<file path="config.mk">
export PLATFORM = sky130hd
export DESIGN_NAME = sevenseg_ctrl
export DESIGN_NICKNAME = d
export VERILOG_FILES = /design/src/rtl/sevenseg_ctrl.sv
export SDC_FILE = /design/constraint.sdc
export NUM_CORES = 1
export LEC_CHECK = 0
export BUFFER_PORTS_ARGS = -buffer_cell sky130_fd_sc_hd__clkbuf_2
export CORE_AREA = 2 2 127 129
export CTS_CLUSTER_SIZE = 8
export DETAILED_ROUTE_END_ITERATION = 10
export DIE_AREA = 0 0 129 131
export SYNTH_ARGS = -nofsm -noshare
export SYNTH_HDL_FRONTEND = slang
export SYNTH_SLANG_ARGS = --single-unit
export TNS_END_PERCENT = 100
</file>
<file path="constraint.sdc">
create_clock -name clk -period 3.7 [get_ports clk]
set_input_delay 0 -clock clk [delete_from_list [all_inputs] [get_ports clk]]
set_output_delay 0 -clock clk [all_outputs]
set_load 0.1 [all_outputs]
</file>
<file path="src/rtl/sevenseg_ctrl.sv">
// Memory-mapped controller that owns the 24-bit word shown by the sevenseg driver.
// Arbitrates that word between CPU register writes and a hardware override source.
module sevenseg_ctrl #(
    parameter logic [31:0] ADDR_BASE   = 32'h0300_0000,
    parameter logic [23:0] BLINK_DIV   = 24'd5_000_000,
    parameter logic [26:0] OVR_HOLD    = 27'd100_000_000,
    parameter logic [23:0] BLANK_VALUE = 24'hFFFFFF
) (
    input  logic        clk,
    input  logic        resetn,
    input  logic        iomem_valid,
    output logic        iomem_ready,
    input  logic [3:0]  iomem_wstrb,
    input  logic [31:0] iomem_addr,
    input  logic [31:0] iomem_wdata,
    output logic [31:0] iomem_rdata,
    input  logic        ovr_valid,
    input  logic [23:0] ovr_data,
    output logic        ovr_ack,
    output logic [23:0] data
);

    typedef enum logic {
        NORMAL,
        OVR
    } arbState_e;

    localparam logic [1:0] REG_DATA   = 2'd0;
    localparam logic [1:0] REG_CTRL   = 2'd1;
    localparam logic [1:0] REG_STATUS = 2'd2;

    arbState_e   state_q, state_d;
    logic [26:0] hold_q, hold_d;
    logic [23:0] ovrLatch_q, ovrLatch_d;
    logic        ovrAck_q, ovrAck_d;

    logic [23:0] dataReg_q, dataReg_d;
    logic        ctrlEn_q, ctrlEn_d;
    logic        ctrlBlink_q, ctrlBlink_d;
    logic        ctrlOvrEn_q, ctrlOvrEn_d;

    logic [23:0] blinkCnt_q, blinkCnt_d;
    logic        phase_q, phase_d;

    logic        ready_q, ready_d;
    logic [31:0] rdata_q, rdata_d;
    logic [23:0] dispData_q, dispData_d;

    logic        busHit;
    logic        busMatch;
    logic        busWrite;
    logic [1:0]  regSel;
    logic        ovrCancel;
    logic        ovrAccept;
    logic        unusedBits;

    assign busHit   = (iomem_addr[31:4] == ADDR_BASE[31:4]);
    assign busMatch = iomem_valid && busHit && !ready_q;
    assign busWrite = busMatch && (iomem_wstrb != 4'b0000);
    assign regSel   = iomem_addr[3:2];

    // Clearing ovr_en through CTRL wins over any same-cycle override request.
    assign ovrCancel = busWrite && (regSel == REG_CTRL) && iomem_wstrb[0] && !iomem_wdata[2];
    assign ovrAccept = ovr_valid && ctrlOvrEn_q && !ovrAck_q && !ovrCancel;

    assign unusedBits = ^{iomem_addr[1:0], iomem_wdata[31:24], iomem_wstrb[3]};

    always_comb begin
        dataReg_d   = dataReg_q;
        ctrlEn_d    = ctrlEn_q;
        ctrlBlink_d = ctrlBlink_q;
        ctrlOvrEn_d = ctrlOvrEn_q;
        if (busWrite && (regSel == REG_DATA)) begin
            if (iomem_wstrb[0]) dataReg_d[7:0]   = iomem_wdata[7:0];
            if (iomem_wstrb[1]) dataReg_d[15:8]  = iomem_wdata[15:8];
            if (iomem_wstrb[2]) dataReg_d[23:16] = iomem_wdata[23:16];
        end
        if (busWrite && (regSel == REG_CTRL) && iomem_wstrb[0]) begin
            ctrlEn_d    = iomem_wdata[0];
            ctrlBlink_d = iomem_wdata[1];
            ctrlOvrEn_d = iomem_wdata[2];
        end
    end

    always_comb begin
        state_d    = state_q;
        hold_d     = hold_q;
        ovrLatch_d = ovrLatch_q;
        ovrAck_d   = 1'b0;
        case (state_q)
            NORMAL: begin
                if (ovrAccept) begin
                    state_d    = OVR;
                    hold_d     = OVR_HOLD - 27'd1;
                    ovrLatch_d = ovr_data;
                    ovrAck_d   = 1'b1;
                end
            end
            OVR: begin
                if (ovrCancel) begin
                    state_d = NORMAL;
                    hold_d  = 27'd0;
                end else if (ovrAccept) begin
                    hold_d     = OVR_HOLD - 27'd1;
                    ovrLatch_d = ovr_data;
                    ovrAck_d   = 1'b1;
                end else if (hold_q == 27'd0) begin
                    state_d = NORMAL;
                end else begin
                    hold_d = hold_q - 27'd1;
                end
            end
            default: begin
                state_d = NORMAL;
                hold_d  = 27'd0;
            end
        endcase
    end

    // Holding the counter at zero while blink is off makes blinking start visible.
    always_comb begin
        blinkCnt_d = blinkCnt_q;
        phase_d    = phase_q;
        if (!ctrlBlink_q) begin
            blinkCnt_d = 24'd0;
            phase_d    = 1'b0;
        end else if (blinkCnt_q == BLINK_DIV - 24'd1) begin
            blinkCnt_d = 24'd0;
            phase_d    = !phase_q;
        end else begin
            blinkCnt_d = blinkCnt_q + 24'd1;
        end
    end

    always_comb begin
        dispData_d = dataReg_q;
        if (!ctrlEn_q) begin
            dispData_d = BLANK_VALUE;
        end else if (state_q == OVR) begin
            dispData_d = ovrLatch_q;
        end else if (ctrlBlink_q && phase_q) begin
            dispData_d = BLANK_VALUE;
        end
    end

    // Read data reflects register contents as they stand in the acknowledge cycle.
    always_comb begin
        ready_d = busMatch;
        rdata_d = 32'd0;
        if (busMatch) begin
            case (regSel)
                REG_DATA:   rdata_d = {8'h00, dataReg_d};
                REG_CTRL:   rdata_d = {29'd0, ctrlOvrEn_d, ctrlBlink_d, ctrlEn_d};
                REG_STATUS: rdata_d = {30'd0, phase_d, (state_d == OVR)};
                default:    rdata_d = 32'd0;
            endcase
        end
    end

    always_ff @(posedge clk) begin
        if (!resetn) begin
            state_q     <= NORMAL;
            hold_q      <= 27'd0;
            ovrLatch_q  <= 24'd0;
            ovrAck_q    <= 1'b0;
            dataReg_q   <= 24'd0;
            ctrlEn_q    <= 1'b1;
            ctrlBlink_q <= 1'b0;
            ctrlOvrEn_q <= 1'b1;
            blinkCnt_q  <= 24'd0;
            phase_q     <= 1'b0;
            ready_q     <= 1'b0;
            rdata_q     <= 32'd0;
            dispData_q  <= 24'd0;
        end else begin
            state_q     <= state_d;
            hold_q      <= hold_d;
            ovrLatch_q  <= ovrLatch_d;
            ovrAck_q    <= ovrAck_d;
            dataReg_q   <= dataReg_d;
            ctrlEn_q    <= ctrlEn_d;
            ctrlBlink_q <= ctrlBlink_d;
            ctrlOvrEn_q <= ctrlOvrEn_d;
            blinkCnt_q  <= blinkCnt_d;
            phase_q     <= phase_d;
            ready_q     <= ready_d;
            rdata_q     <= rdata_d;
            dispData_q  <= dispData_d;
        end
    end

    assign iomem_ready = ready_q;
    assign iomem_rdata = rdata_q;
    assign ovr_ack     = ovrAck_q;
    assign data        = dispData_q;

endmodule

</file>
==> results of run 1 <==
-- state kept, by name (all words and copies together), names as in the netlist --
| name | flops |
|---|---|
| blinkCnt_q | 24 |
| ctrlBlink_q | 1 |
| ctrlEn_q | 1 |
| ctrlOvrEn_q | 1 |
| data | 24 |
| dataReg_q | 24 |
| hold_q | 27 |
| iomem_rdata | 24 |
| iomem_ready | 1 |
| ovrLatch_q | 24 |
| ovr_ack | 1 |
| phase_q | 1 |
| state_q | 1 |
-- worst max-delay path, cell delays in order, from the launching register on --
cell     delay, ns
dfxtp_1       0.34
inv_1         0.06
ha_1          0.15
or4b_1        0.49
or3_1         0.49
o31ai_4       0.33
o21a_1        0.39
and3_1        0.21
buf_4         0.23
a221o_1       0.18
-- logic make-up (layout without fill, tap and decap cells) --
kind of cell,count (synthesis),in the layout
buf+inv,60,233
xor+xnor,24,24
mux,28,28
fa+ha+maj,2,2
flops,154,154
other cells,1,8
simple gates,263,263
compound gates,145,145
-- cells in the final DEF, fill, tap and decap left out, drive strengths merged, types with 7 or more instances in the layout --
master / Yosys / final
nand4: 14 / 14
nor2: 92 / 92
a221o: 8 / 8
o21ai: 8 / 8
xor2: 15 / 15
clkbuf: 33 / 152
a21oi: 52 / 52
inv: 11 / 19
dlygate4sd3: 0 / 50
a21o: 7 / 7
nor3: 8 / 8
nor4: 12 / 12
nand3: 19 / 19
o31ai: 8 / 8
nand2: 74 / 74
and3: 10 / 10
a31oi: 7 / 7
mux2i: 28 / 28
dfxtp: 154 / 154
a22oi: 7 / 7
conb: 1 / 8
xnor2: 9 / 9
o22ai: 30 / 30
-- power by group through the flow --
stage,Clock [W],Combinational (W),Sequential (W)
2_1_floorplan,0,0.000270,0.00191
3_3_place_gp,0,0.000469,0.00181
3_5_place_dp,0,0.000475,0.00181
4_1_cts,0.00165,0.000519,0.00178
5_1_grt,0.00172,0.000562,0.00179
6_report,0.00162,0.000520,0.00178
-- path summary, 6_finish.rpt --
kind                            startpoint                        to  slack, ns  cells past startpoint
setup / recovery    hold_q[0]$_SDFFE_PN0P_   hold_q[14]$_SDFFE_PN0P_       0.77                      9
hold / removal                      resetn       ctrlEn_q$_SDFF_PN1_       0.04                      2
setup reg to reg    hold_q[0]$_SDFFE_PN0P_   hold_q[14]$_SDFFE_PN0P_       0.77                      9
hold reg to reg   blinkCnt_q[0]$_SDFF_PP0_  blinkCnt_q[0]$_SDFF_PP0_       0.44                      1
-- through the flow --
stage                     total power (W)  hold slack (ns)  area, sq um  instances
final                             0.00391           0.0377         7920       1073
after global routing              0.00406           0.0632         7920       1073
after CTS                         0.00395          0.00614         7920       1073
after detailed placement          0.00229            0.236         6870        991
after global placement            0.00228            0.230         6870        991
after floorplan                   0.00218           0.0831         6120        684
-- metal layers --
layer,GRT usage [%],wire length [microns],up-vias
met5,0,0,-
met4,7.42,270,0
met3,5.33,925,29
met2,31.7,7580,164
met1,25.1,7260,2564
li1,-,-,2714
-- final cells by class --
class,instances,area (sq um)
Sequential cell,154,3080
Timing Repair Buffer,190,1220
Multi-Input combinational cell,470,2750
Clock inverter,14,109
Fill cell,1473,7680
Clock buffer,18,439
Tap cell,216,270
Inverter,11,46.3
-- synthesized netlist by cell type (3+ instances only) --
cell type | number | area, sq um
o21ai_0 | 8 | 40.0
nor4_1 | 10 | 62.6
dfxtp_1 | 154 | 3080
a31oi_1 | 7 | 43.8
or3_1 | 6 | 37.5
inv_1 | 9 | 33.8
a22oi_1 | 7 | 52.6
mux2i_1 | 28 | 280
buf_2 | 3 | 15.0
a22o_1 | 3 | 26.3
o31ai_1 | 7 | 52.6
xnor2_1 | 9 | 78.8
and3_1 | 10 | 62.6
nor3_1 | 8 | 40.0
nand3b_1 | 3 | 22.5
nand4_1 | 14 | 87.6
o22ai_1 | 30 | 188
a21oi_1 | 52 | 260
nor2_1 | 92 | 345
clkbuf_1 | 33 | 124
a221o_1 | 8 | 80.1
nand3_1 | 19 | 95.1
or4_1 | 5 | 37.5
nand2b_1 | 3 | 18.8
a21o_1 | 7 | 52.6
or2_2 | 3 | 18.8
and2_1 | 6 | 37.5
buf_4 | 10 | 75.1
nand2_1 | 74 | 278
xor2_1 | 15 | 131
==> key figures, run 1 <==
Die
  • Die area: about 0.017 sq mm
  • Io pins: between 150 and 200
  • Die height: between 100 and 150 microns
  • Core Region: approximately 0.016 sq mm
  • Starting Density: roughly two fifths
  • Chip Width: ~130 microns
  • Row Count: 46

Layout
  • Fin util: about half
  • Syn-to-layout area delta: 29.8%
  • Layout cells sized above 1: around 22%
  • # diodes: 0
  • Nets: 942

Timing
  • Worst Max-Slew Pin Slew: 1.05 ns
  • # setup viols final: 0
  • Tcrit/Tclk final: roughly four fifths
  • RSZ-0062 raised after global routing: no
  • Worst slew margin: 30.2%
  • FMAX: ~340 MHz
  • Post-route setup slack: 0.772 ns
  • Clk_skew: slightly above 0.01 ns
  • Fin. Hold Viols: 0
  • Pins Over Slew Limit: 0
  • Setup TNS: 0 ns
  • Post-layout min period: ~2.9 ns

Hold path
  • Hold crit path type: input port to flip-flop

Setup path
  • Worst Path Max Fanout: 18
  • Setup CP Type: flip-flop to flip-flop
  • WP data required: ~4 ns
  • Crit path capture type: flip-flop
  • Startpoint Class: flip-flop
  • Arrival @ worst endpoint: approximately 3.3 ns

Clocking
  • Clock sink count: 154
  • CTS tree: built
  • Setup bufs post-CTS: 0
  • Worst-path clk slew: approximately 0.06 ns
  • Num CTS Buffers: 17
  • Clock root buffer: clkbuf_16
  • Hold Buf Count CTS: 50
  • Cts repair resizes: 0
  • Clock Latency Late Sink: around 0.42 ns
  • CTS Buffer Depth: 2
  • Htree depth: 4

Global routing
  • Vias in the first global route: between 5000 and 6000
  • Overall Global Routing Usage: between 10% and 20%
  • Global-route wire length before repair: between 20 and 30 mm
  • GRT overflow: 0
  • Antenna violations before repair: 0
  • Largest net degree at the start of global routing: 76

Route
  • WL/cell: between 10 and 15 microns
  • DR vias/cell: 5.10
  • Drt first pass iters: 5
  • Number of nets with antenna violations after routing: 0
  • Drt total wl: ~16 mm
  • Post-route DRC: 0
  • Routed vias: 5471
  • Initial DRC count: a little over 300

Synthesis
  • Top_reg_cell synth: dfxtp_1
  • Cell variety after synth: just under 60
  • Simple logic cell fraction of the synthesized area: between 20% and 30%
  • Post-synth EDFFs: 0
  • Compound-Gate Fraction of Synth Area: between 10% and 20%
  • Cells after synthesis: just under 700
  • Synth Area in XOR/XNOR: under 10%
  • Register area share after synthesis: 50.6%
  • Mapped Area: 0.00610 sq mm
  • Yosys reg bits: approximately 150
  • Area share of fa/ha/maj cells after synthesis: less than 1%
  • FFs w/ async S/R, synth: 0%
  • Largest family of logic cells by synthesized area: simple AND/OR/NAND/NOR gates
  • Yosys Warn Count: 0
  • Mux contribution to synthesized area: under 10%
  • Avg Inst Size Synth: approximately 9 sq um

Place
  • IO Port Bufs: 134
  • Place WS: between 0.7 and 0.8 ns
  • Final RePlAce weighted congestion: 0.833
  • Dpl hpwl: 10.8 mm

Pwr
  • Internal power: roughly 0.0028 W
  • Maximum vdd drop: approximately 0.32 mV
  • Switching share of power: between 20 and 30%
  • Pleak: approximately 3.2 nW
  • Clock power frac: about two fifths
  • Sequential share of power: a little under half
  • Power Dens Cells: about 500 mW/mm^2
  • P_sw: about 0.0011 W
  • Combinational power share: about an eighth

Run status
  • Run status: complete, no violations

Job
  • Maxcap violations: 0
(Power assumes the default switching activity.)
==> run 2: changes to the inputs <==
- clock period: 3.7 -> 2.6 ns (I/O delays scaled with it)
==> run 2 against run 1 <==
First-iteration DRC count rose by 6.8%; final area grew 4.0%; worst setup slack worse by 0.68 ns; register-to-register slack got worse by 0.68 ns; flip-flop and latch count stayed put; worst hold slack got worse by 0.012 ns; highest routed layer unchanged.
==> key figures, run 2 (synthesized netlist as in run 1, its figures left out) <==
Setup path
  • Crit path capture type: flip-flop
  • CP bufs+invs: 2
  • Delay-heaviest family, CP: simple AND/OR/NAND/NOR gates
  • Arrival @ worst endpoint: approximately 2.8 ns
  • Crit path max-delay cell type: or4b_4
  • Startpoint Class: flip-flop
  • Setup CP Type: flip-flop to flip-flop
  • Reg-to-reg slack, setup: 0.1 ns
  • Critical Path, Cell by Cell: inv_1 -> ha_2 -> or4b_4 -> or3_4 -> o31ai_4 -> a211o_4 -> clkinv_4 -> and3_1 -> a221o_1
  • Largest stage delay, worst path: around 0.47 ns
  • WP data required: around 2.9 ns
  • Worst Path Max Fanout: 8

Global routing
  • Antenna violations before repair: 0
  • Vias in the first global route: 5474
  • GRT overflow: 0
  • Overall Global Routing Usage: around a fifth
  • Global-route wire length before repair: around 27 mm
  • Largest net degree at the start of global routing: 39

Route
  • Drt total wl: ~16 mm
  • WL/cell: 14.7 microns
  • DR vias/cell: 5.11
  • Post-route DRC: 0
  • Drt first pass iters: 5
  • Routed vias: between 5000 and 6000
  • Number of nets with antenna violations after routing: 0
  • Initial DRC count: roughly 330

Timing
  • FMAX: 399 MHz
  • Post-layout min period: roughly 2.5 ns
  • # setup viols final: 0
  • Setup TNS: 0 ns
  • Clk_skew: around 0.009 ns
  • Pins Over Slew Limit: 0
  • RSZ-0062 raised after global routing: no
  • Worst slew margin: 35.9%
  • Post-route setup slack: between 0.09 and 0.1 ns
  • Tcrit/Tclk final: 96.3%
  • Fin. Hold Viols: 0
  • Worst Max-Slew Pin Slew: between 0.9 and 1 ns

Layout
  • Syn-to-layout area delta: 35.0%
  • Nets: 970
  • Layout cells sized above 1: approximately a quarter
  • # diodes: 0
  • Top reg by flops: hold_q
  • Commonest cells after routing, fill and taps aside: 151 x dfxtp_1, 134 x clkbuf_2, 91 x nor2_1
  • Most common cell after layout, fill and taps aside: dfxtp_1
  • Largest register FFs: 27

Place
  • Dpl hpwl: 11.4 mm
  • IO Port Bufs: 134
  • Final RePlAce weighted congestion: around 0.83
  • Place WS: 0.00444 ns

Die
  • Die height: ~130 microns
  • Die area: 0.0169 sq mm
  • Core Region: approximately 0.016 sq mm
  • Chip Width: between 100 and 150 microns
  • Starting Density: 39.1%
  • Io pins: 154
  • Row Count: 46

Clocking
  • CTS tree: built
  • Clock sink count: approximately 150
  • CTS Buffer Depth: 2
  • Htree depth: 4
  • Worst-path clk slew: about 0.060 ns
  • Num CTS Buffers: 17
  • Clock root buffer: clkbuf_16
  • Clock Latency Late Sink: approximately 0.42 ns

Pwr
  • Power Dens Cells: 718 mW/mm^2
  • Pleak: 3.41 nW
  • Maximum vdd drop: between 0.4 and 0.5 mV

Job
  • Maxcap violations: 0

Run status
  • Run status: complete, no violations

Hold path
  • Hold crit path type: input port to flip-flop
-- run 2: area by class of cell --
cell class / instances / area (sq um)
Fill cell: 1409 / 7360
Sequential cell: 154 / 3090
Multi-Input combinational cell: 470 / 2780
Timing Repair Buffer: 217 / 1430
Clock buffer: 21 / 460
Tap cell: 216 / 270
Clock inverter: 11 / 158
Inverter: 11 / 46.3
Timing Repair inverter: 1 / 6.26
-- run 2: final timing paths --
kind,to,cells past startpoint,startpoint
hold / removal,ctrlOvrEn_q$_SDFF_PN1_,2,resetn
setup reg to reg,hold_q[22]$_SDFFE_PN0P_,9,hold_q[0]$_SDFFE_PN0P_
hold reg to reg,blinkCnt_q[0]$_SDFF_PP0_,1,blinkCnt_q[0]$_SDFF_PP0_
setup / recovery,hold_q[22]$_SDFFE_PN0P_,9,hold_q[0]$_SDFFE_PN0P_
-- run 2: power by group --
group	total [W]	switching [W]	internal (W)
registers	0.00252	0.0000728	0.00245
clock network	0.00257	0.000995	0.00158
logic	0.000813	0.000512	0.000302
-- run 2: repair_timing --
action,CTS,global route
hold endpoints to repair,73,0
buffers inserted,0,2
setup endpoints to repair,1,9
pin swaps,1,3
gates resized for setup,1,9
hold buffers,49,0
cloned,0,1
-- run 2: worst reg2reg max path, stage by stage, from the launching register on --
cell,delay (ns)
dfxtp_2,0.32
inv_1,0.05
ha_2,0.17
or4b_4,0.47
or3_4,0.37
o31ai_4,0.27
a211o_4,0.21
clkinv_4,0.10
and3_1,0.18
a221o_1,0.25
-- run 2: routing by layer --
layer  up-vias  wire (microns)  track usage [%]
met1      2668            7320             25.8
met2       165            7640             31.9
met5         -               0                0
met3        18             960             5.66
met4         0             238             6.65
li1       2779               -                -
-- run 2: through the flow --
step	utilization [%]	area [sq um]	instances	power (W)	hold WS, ns
after global routing	52.8	8240	1101	0.00614	0.0363
after floorplan	-	6120	684	0.00310	0.0831
after CTS	52.5	8190	1098	0.00593	0.00721
final	52.8	8240	1101	0.00591	0.0261
after global placement	45.4	7080	1017	0.00329	0.231
after detailed placement	45.4	7080	1017	0.00331	0.232
